[src/rtl/riscv_pkg.sv]
// Shared definitions for the RISC-V front end.
// Holds fetch FSM encoding, buffer entry layout and common constants.
package riscv_pkg;

    localparam int XLEN = 32;

    localparam logic [XLEN-1:0] NOP_INSTR = 32'h0000_0013;

    typedef enum logic [1:0] {
        IDLE = 2'd0,
        REQ  = 2'd1,
        WAIT = 2'd2,
        DROP = 2'd3
    } fetch_state_e;

    typedef struct packed {
        logic [XLEN-1:0] instr;
        logic [XLEN-1:0] pc;
    } fetch_entry_t;

    function automatic logic [XLEN-1:0] align_word(
        input logic [XLEN-1:0] a
    );
        return a & ~XLEN'(3);
    endfunction

endpackage

[src/rtl/instr_fifo.sv]
// Small instruction buffer between fetch and decode.
// Flush has priority over push and pop; head is read combinationally.
module instr_fifo #(
    parameter int WIDTH = 64,
    parameter int DEPTH = 2,
    localparam int PW = (DEPTH > 1) ? $clog2(DEPTH) : 1,
    localparam int CW = $clog2(DEPTH + 1)
) (
    input  logic             clk,
    input  logic             rst_n,
    input  logic             push_i,
    input  logic             pop_i,
    input  logic             flush_i,
    input  logic [WIDTH-1:0] wdata_i,
    output logic [WIDTH-1:0] rdata_o,
    output logic [CW-1:0]    count_o
);

    logic [WIDTH-1:0] mem_q [DEPTH];
    logic [PW-1:0]    wr_ptr_q;
    logic [PW-1:0]    wr_ptr_d;
    logic [PW-1:0]    rd_ptr_q;
    logic [PW-1:0]    rd_ptr_d;
    logic [CW-1:0]    count_q;
    logic [CW-1:0]    count_d;
    logic             do_push;
    logic             do_pop;

    function automatic logic [PW-1:0] next_ptr(
        input logic [PW-1:0] p
    );
        return (p == PW'(DEPTH - 1)) ? '0 : p + PW'(1);
    endfunction

    assign do_pop  = pop_i && (count_q != '0);
    assign do_push = push_i && ((count_q != CW'(DEPTH)) || do_pop);

    always_comb begin
        wr_ptr_d = wr_ptr_q;
        rd_ptr_d = rd_ptr_q;
        count_d  = count_q;
        if (flush_i) begin
            wr_ptr_d = '0;
            rd_ptr_d = '0;
            count_d  = '0;
        end else begin
            if (do_push) begin
                wr_ptr_d = next_ptr(wr_ptr_q);
            end
            if (do_pop) begin
                rd_ptr_d = next_ptr(rd_ptr_q);
            end
            unique case ({do_push, do_pop})
                2'b10:   count_d = count_q + CW'(1);
                2'b01:   count_d = count_q - CW'(1);
                default: count_d = count_q;
            endcase
        end
    end

    always_ff @(posedge clk or negedge rst_n) begin
        if (!rst_n) begin
            wr_ptr_q <= '0;
            rd_ptr_q <= '0;
            count_q  <= '0;
        end else begin
            wr_ptr_q <= wr_ptr_d;
            rd_ptr_q <= rd_ptr_d;
            count_q  <= count_d;
        end
    end

    always_ff @(posedge clk or negedge rst_n) begin
        if (!rst_n) begin
            for (int i = 0; i < DEPTH; i++) begin
                mem_q[i] <= '0;
            end
        end else if (do_push && !flush_i) begin
            mem_q[wr_ptr_q] <= wdata_i;
        end
    end

    assign rdata_o = mem_q[rd_ptr_q];
    assign count_o = count_q;

endmodule

[src/rtl/fetch_unit.sv]
// Instruction fetch: one outstanding imem request, 2-entry buffer to decode.
// Redirects flush the buffer and squash any response still in flight.
module fetch_unit
    import riscv_pkg::*;
#(
    parameter logic [31:0] RESET_PC  = 32'h0000_0000,
    parameter int          BUF_DEPTH = 2
) (
    input  logic        clk,
    input  logic        rst_n,
    output logic        imem_req,
    output logic [31:0] imem_addr,
    input  logic        imem_gnt,
    input  logic        imem_rvalid,
    input  logic [31:0] imem_rdata,
    input  logic        redirect,
    input  logic [31:0] redirect_pc,
    output logic        id_valid,
    input  logic        id_ready,
    output logic [31:0] id_instr,
    output logic [31:0] id_pc
);

    localparam int CW = $clog2(BUF_DEPTH + 1);

    fetch_state_e state_q;
    fetch_state_e state_d;
    logic [31:0]  pc_q;
    logic [31:0]  pc_d;
    logic [31:0]  req_pc_q;
    logic [31:0]  req_pc_d;
    logic         buf_push;
    logic         buf_pop;
    logic [CW-1:0] buf_count;
    fetch_entry_t push_entry;
    fetch_entry_t head;

    always_comb begin
        state_d  = state_q;
        pc_d     = pc_q;
        req_pc_d = req_pc_q;
        buf_push = 1'b0;
        unique case (state_q)
            IDLE: begin
                if (!redirect && (buf_count < CW'(BUF_DEPTH))) begin
                    state_d = REQ;
                end
            end
            REQ: begin
                // A redirect cancels the request even if granted now.
                if (redirect) begin
                    state_d = IDLE;
                end else if (imem_gnt) begin
                    state_d  = WAIT;
                    req_pc_d = pc_q;
                    pc_d     = pc_q + 32'd4;
                end
            end
            WAIT: begin
                if (redirect) begin
                    state_d = imem_rvalid ? IDLE : DROP;
                end else if (imem_rvalid) begin
                    buf_push = 1'b1;
                    state_d  = IDLE;
                end
            end
            DROP: begin
                if (imem_rvalid) begin
                    state_d = IDLE;
                end
            end
            default: state_d = IDLE;
        endcase
        if (redirect) begin
            pc_d = align_word(redirect_pc);
        end
    end

    always_ff @(posedge clk or negedge rst_n) begin
        if (!rst_n) begin
            state_q  <= IDLE;
            pc_q     <= RESET_PC;
            req_pc_q <= '0;
        end else begin
            state_q  <= state_d;
            pc_q     <= pc_d;
            req_pc_q <= req_pc_d;
        end
    end

    assign imem_req  = (state_q == REQ);
    assign imem_addr = pc_q;

    assign push_entry = '{instr: imem_rdata, pc: req_pc_q};
    assign buf_pop    = id_valid && id_ready && !redirect;

    instr_fifo #(
        .WIDTH ($bits(fetch_entry_t)),
        .DEPTH (BUF_DEPTH)
    ) u_buf (
        .clk     (clk),
        .rst_n   (rst_n),
        .push_i  (buf_push),
        .pop_i   (buf_pop),
        .flush_i (redirect),
        .wdata_i (push_entry),
        .rdata_o (head),
        .count_o (buf_count)
    );

    assign id_valid = (buf_count != '0);
    assign id_instr = id_valid ? head.instr : NOP_INSTR;
    assign id_pc    = id_valid ? head.pc : 32'd0;

endmodule

[config.mk]
export PLATFORM = sky130hd
export DESIGN_NAME = fetch_unit
export DESIGN_NICKNAME = d
export VERILOG_FILES = /design/src/rtl/riscv_pkg.sv /design/src/rtl/instr_fifo.sv /design/src/rtl/fetch_unit.sv
export SDC_FILE = /design/constraint.sdc
export NUM_CORES = 1
export LEC_CHECK = 0
export BUFFER_PORTS_ARGS = -buffer_cell sky130_fd_sc_hd__buf_2
export CAP_MARGIN = 15
export CORE_MARGIN = 5
export CORE_UTILIZATION = 40
export DETAILED_ROUTE_END_ITERATION = 10
export GPL_TIMING_DRIVEN = 0
export REMOVE_ABC_BUFFERS = 1
export SLEW_MARGIN = 10
export SYNTH_ARGS = -nofsm -noshare
export SYNTH_HDL_FRONTEND = slang
export SYNTH_SLANG_ARGS = --single-unit
[constraint.sdc]
create_clock -name clk -period 2.6 [get_ports clk]
set_clock_uncertainty 0.2 [all_clocks]
set_input_delay 0 -clock clk [delete_from_list [all_inputs] [get_ports clk]]
set_output_delay 0 -clock clk [all_outputs]
set_load 0.1 [all_outputs]
==> out/metrics.cfg <==
[worst_setup_path]
cpMaxStageDelayCell = dfrtp_1
cpMostUsedCell = buf_6
critPathBufInv = 3
crit_path_max_fanout = 12
cpPeakStageDelay_ns = 0.46
worstSetupEndpointType = flip-flop
critPathLaunchType = flip-flop
cp_top_family = simple AND/OR/NAND/NOR gates
crit_chain = nand3b_1 -> nor4_4 -> buf_6 -> buf_6 -> buf_6 -> mux2_2
crit_arrival_ns = 2.59
required_ns = 2.71
crit_type = reg2reg

[min_path]
min_path_type = in2reg

[grt]
grt.total_usage_pct = 17.8
overflow = 0
grt_pass1_vias = 6624
antenna_found_initial = 0
grt_pass1_wl_mm = 34.8
grt_max_degree = 79

[clock_network]
cts.root.buffer_cell = clkbuf_16
clkTransAtPathRegs_ns = 0.07
cts_max_level = 4
clock-sinks = 190
clock_latency_ns = 0.43
cts_tree = built
clk_path_buf_depth = 2
cts_made_buffers = 17

[sta]
setup_viol = 0
fmaxAchievable_mhz = 403
hold_violations = 0
slew_violations = 0
fin_ws_ns = 0.122
fin_crit_ns = 2.48
min_period_over_period_pct = 95.3
setup-tns-final_ns = 0
relSlewSlack_pct = 47.4
worst_pin_slew_ns = 0.789

[power]
switchingPower_uw = 2910
p_leak_uw = 0.00523
max-vdd-ir-drop_uv = 414
p_sw_share_pct = 32.7
p_per_area_nw_per_um2 = 777
intPower_uw = 5990
pwr-share-clk_pct = 29.1
seqPwrFrac_pct = 46.5
p_comb_share_pct = 24.4

[place]
preCtsSetupSlack_ns = -0.890
gp_congestion = 0.730
place_inst = 1114
portBuffers = 161
hpwl_mm = 13.9

[finish]
nNetsFinal = 1015
final_core_util_pct = 53.0
area_growth_pct = 31.5
multi_input_area_sq_um = 3750
regArea_sq_um = 4760
fin_cells = 1237
n_antenna_cell = 0
drive_gt1_share_pct = 39.2
fillers = 1961

[floorplanning]
rows = 54
io_pins = 168
die_area_sq_um = 24800
die_height_um = 158
die_x_um = 158
initial_core_util_pct = 40.3
coreArea_sq_um = 21600

[synth]
synth_edf_count = 0
yosysSeqAreaShare_pct = 54.6
yosys_register_bits = 190
yosys_warnings = 0
yosysUniqueCellTypes = 41
synth-main-ff-cell = dfrtp_1
synth_area_sq_um = 8710
postSynthCellCount = 706
ys_async_sr_fraction_pct = 100
avgSynthCellArea_sq_um = 12.3

[drt]
wl_per_cell_um = 17.2
antenna_left = 0
drt-initial-drc-count = 290
avgViaCountPerCell = 5.05
num_vias = 6253
wl_mm = 21.3
drtPass1Iterations = 4
drcViolationCount = 0

[job]
cap_violations = 0

[run_status]
status = finished clean

==> final timing paths <==
kind | end | slack [ns] | startpoint | cells past startpoint
max | u_buf.mem_q[108] | 0.12 | state_q[0] | 6
max reg2reg | u_buf.mem_q[108] | 0.12 | state_q[0] | 6
min reg2reg | u_buf.mem_q[76] | 0.29 | u_buf.mem_q[76] | 1
min | imem_addr[13] | 0.008 | redirect | 3
min in group asynchronous | u_buf.mem_q[50] | 0.44 | rst_n | 4
max in group asynchronous | u_buf.rd_ptr_q | 0.95 | rst_n | 5
==> logic make-up (layout without fill, tap and decap cells) <==
kind of cell | count (synthesis) | after routing | synth area share [%]
adders and majority gates | 1 | 1 | 0.144
other | 1 | 4 | 0.0431
muxes | 218 | 218 | 27.3
xor gates and xnor gates | 12 | 12 | 1.21
AOI/OAI and AO/OA | 50 | 50 | 3.71
DFF | 190 | 190 | 54.6
buffers and inverters | 55 | 303 | 3.00
and+or+nand+nor | 179 | 179 | 10.0
==> Yosys cell counts (2+ instances only) <==
master	count	share of area (%)
and3_1	6	0.43
buf_4	4	0.34
o21ai_0	14	0.80
nand3_1	13	0.75
buf_1	4	0.17
dfrtp_1	190	55
nor3_1	3	0.17
nor4_1	4	0.29
mux2_1	3	0.39
nor2_1	85	3.7
or3_1	2	0.14
inv_1	5	0.22
clkbuf_1	24	1.0
nand2_1	30	1.3
buf_6	3	0.39
mux2i_1	63	7.2
buf_2	14	0.80
a31oi_1	15	1.1
xor2_1	4	0.40
o211ai_1	3	0.26
o31a_1	2	0.20
or4_1	20	1.7
o31ai_1	13	1.1
nand4_1	5	0.36
mux2_2	152	20
nand2b_1	3	0.22
xnor2_1	8	0.80
==> timing repair <==
action	in CTS	in global routing
pin swaps	1	1
setup endpoints to repair	82	54
buffers inserted	2	1
hold buffers	88	0
cloned	0	0
endpoints found under the hold margin	212	0
gates resized for setup	3	1
==> power by group through the flow <==
stage	sequential (uW)	combinational [uW]	clock, uW
3_3_place_gp	4180	2000	0
3_5_place_dp	4200	2070	0
2_1_floorplan	4380	1340	0
4_1_cts	4140	2200	2660
5_1_grt	4240	2370	2800
6_report	4140	2170	2580
==> cell usage in the layout, fill, tap and decap left out, drive strengths merged, types with 5 or more instances in the layout <==
cell type    instances
dfrtp              190
buf                178
mux2               155
dlygate4sd3         87
nor2                85
mux2i               63
nand2               30
or4                 21
clkbuf              17
a31oi               15
o21ai               14
o31ai               13
nand3               13
inv                 11
xnor2                8
clkinv               7
and3                 6
nand4                5
nor4                 5
==> cell type report <==
cell class              instances  area share [%]
flip-flops and latches        190            41.5
multi-input cells             464            32.8
repair buffers                265            17.3
clock buffers                  17            3.71
well taps                     280            3.06
clock inverters                15            1.33
inverters                       6           0.208
==> worst register-to-register path, stage by stage, from the launching register on <==
cell      delay (ns)
dfrtp_1         0.46
nand3b_1        0.35
nor4_4          0.40
buf_6           0.23
buf_6           0.18
buf_6           0.18
mux2_2          0.36
==> layer usage <==
metal / track usage [%] / share of wire (%) / vias up / wire length (um)
li1: - / - / 2980 / -
met1: 24.5 / 46 / 3124 / 9810
met2: 29.1 / 48 / 135 / 10300
met3: 2.80 / 4.4 / 14 / 939
met4: 5.24 / 1.3 / 0 / 279
met5: 0 / 0 / - / 0
==> state kept, by name (all words and copies together) (netlist names) <==
name,cells
req_pc_q,30
u_buf.count_o,2
u_buf.mem_q,124
u_buf.wr_ptr_q,1
u_buf.rd_ptr_q,1
state_q,2
imem_addr,30
==> per-stage QoR <==
step	power (uW)	cell area [sq um]	hold WS (ns)
global placement	6180	9640	0.0112
detailed placement	6270	9930	-0.300
finish	8890	11500	0.00845
global route	9410	11500	0.0432
CTS	9000	11400	0.000417
floorplan	5720	8480	-0.496
Power figures use the tool's default switching activity.
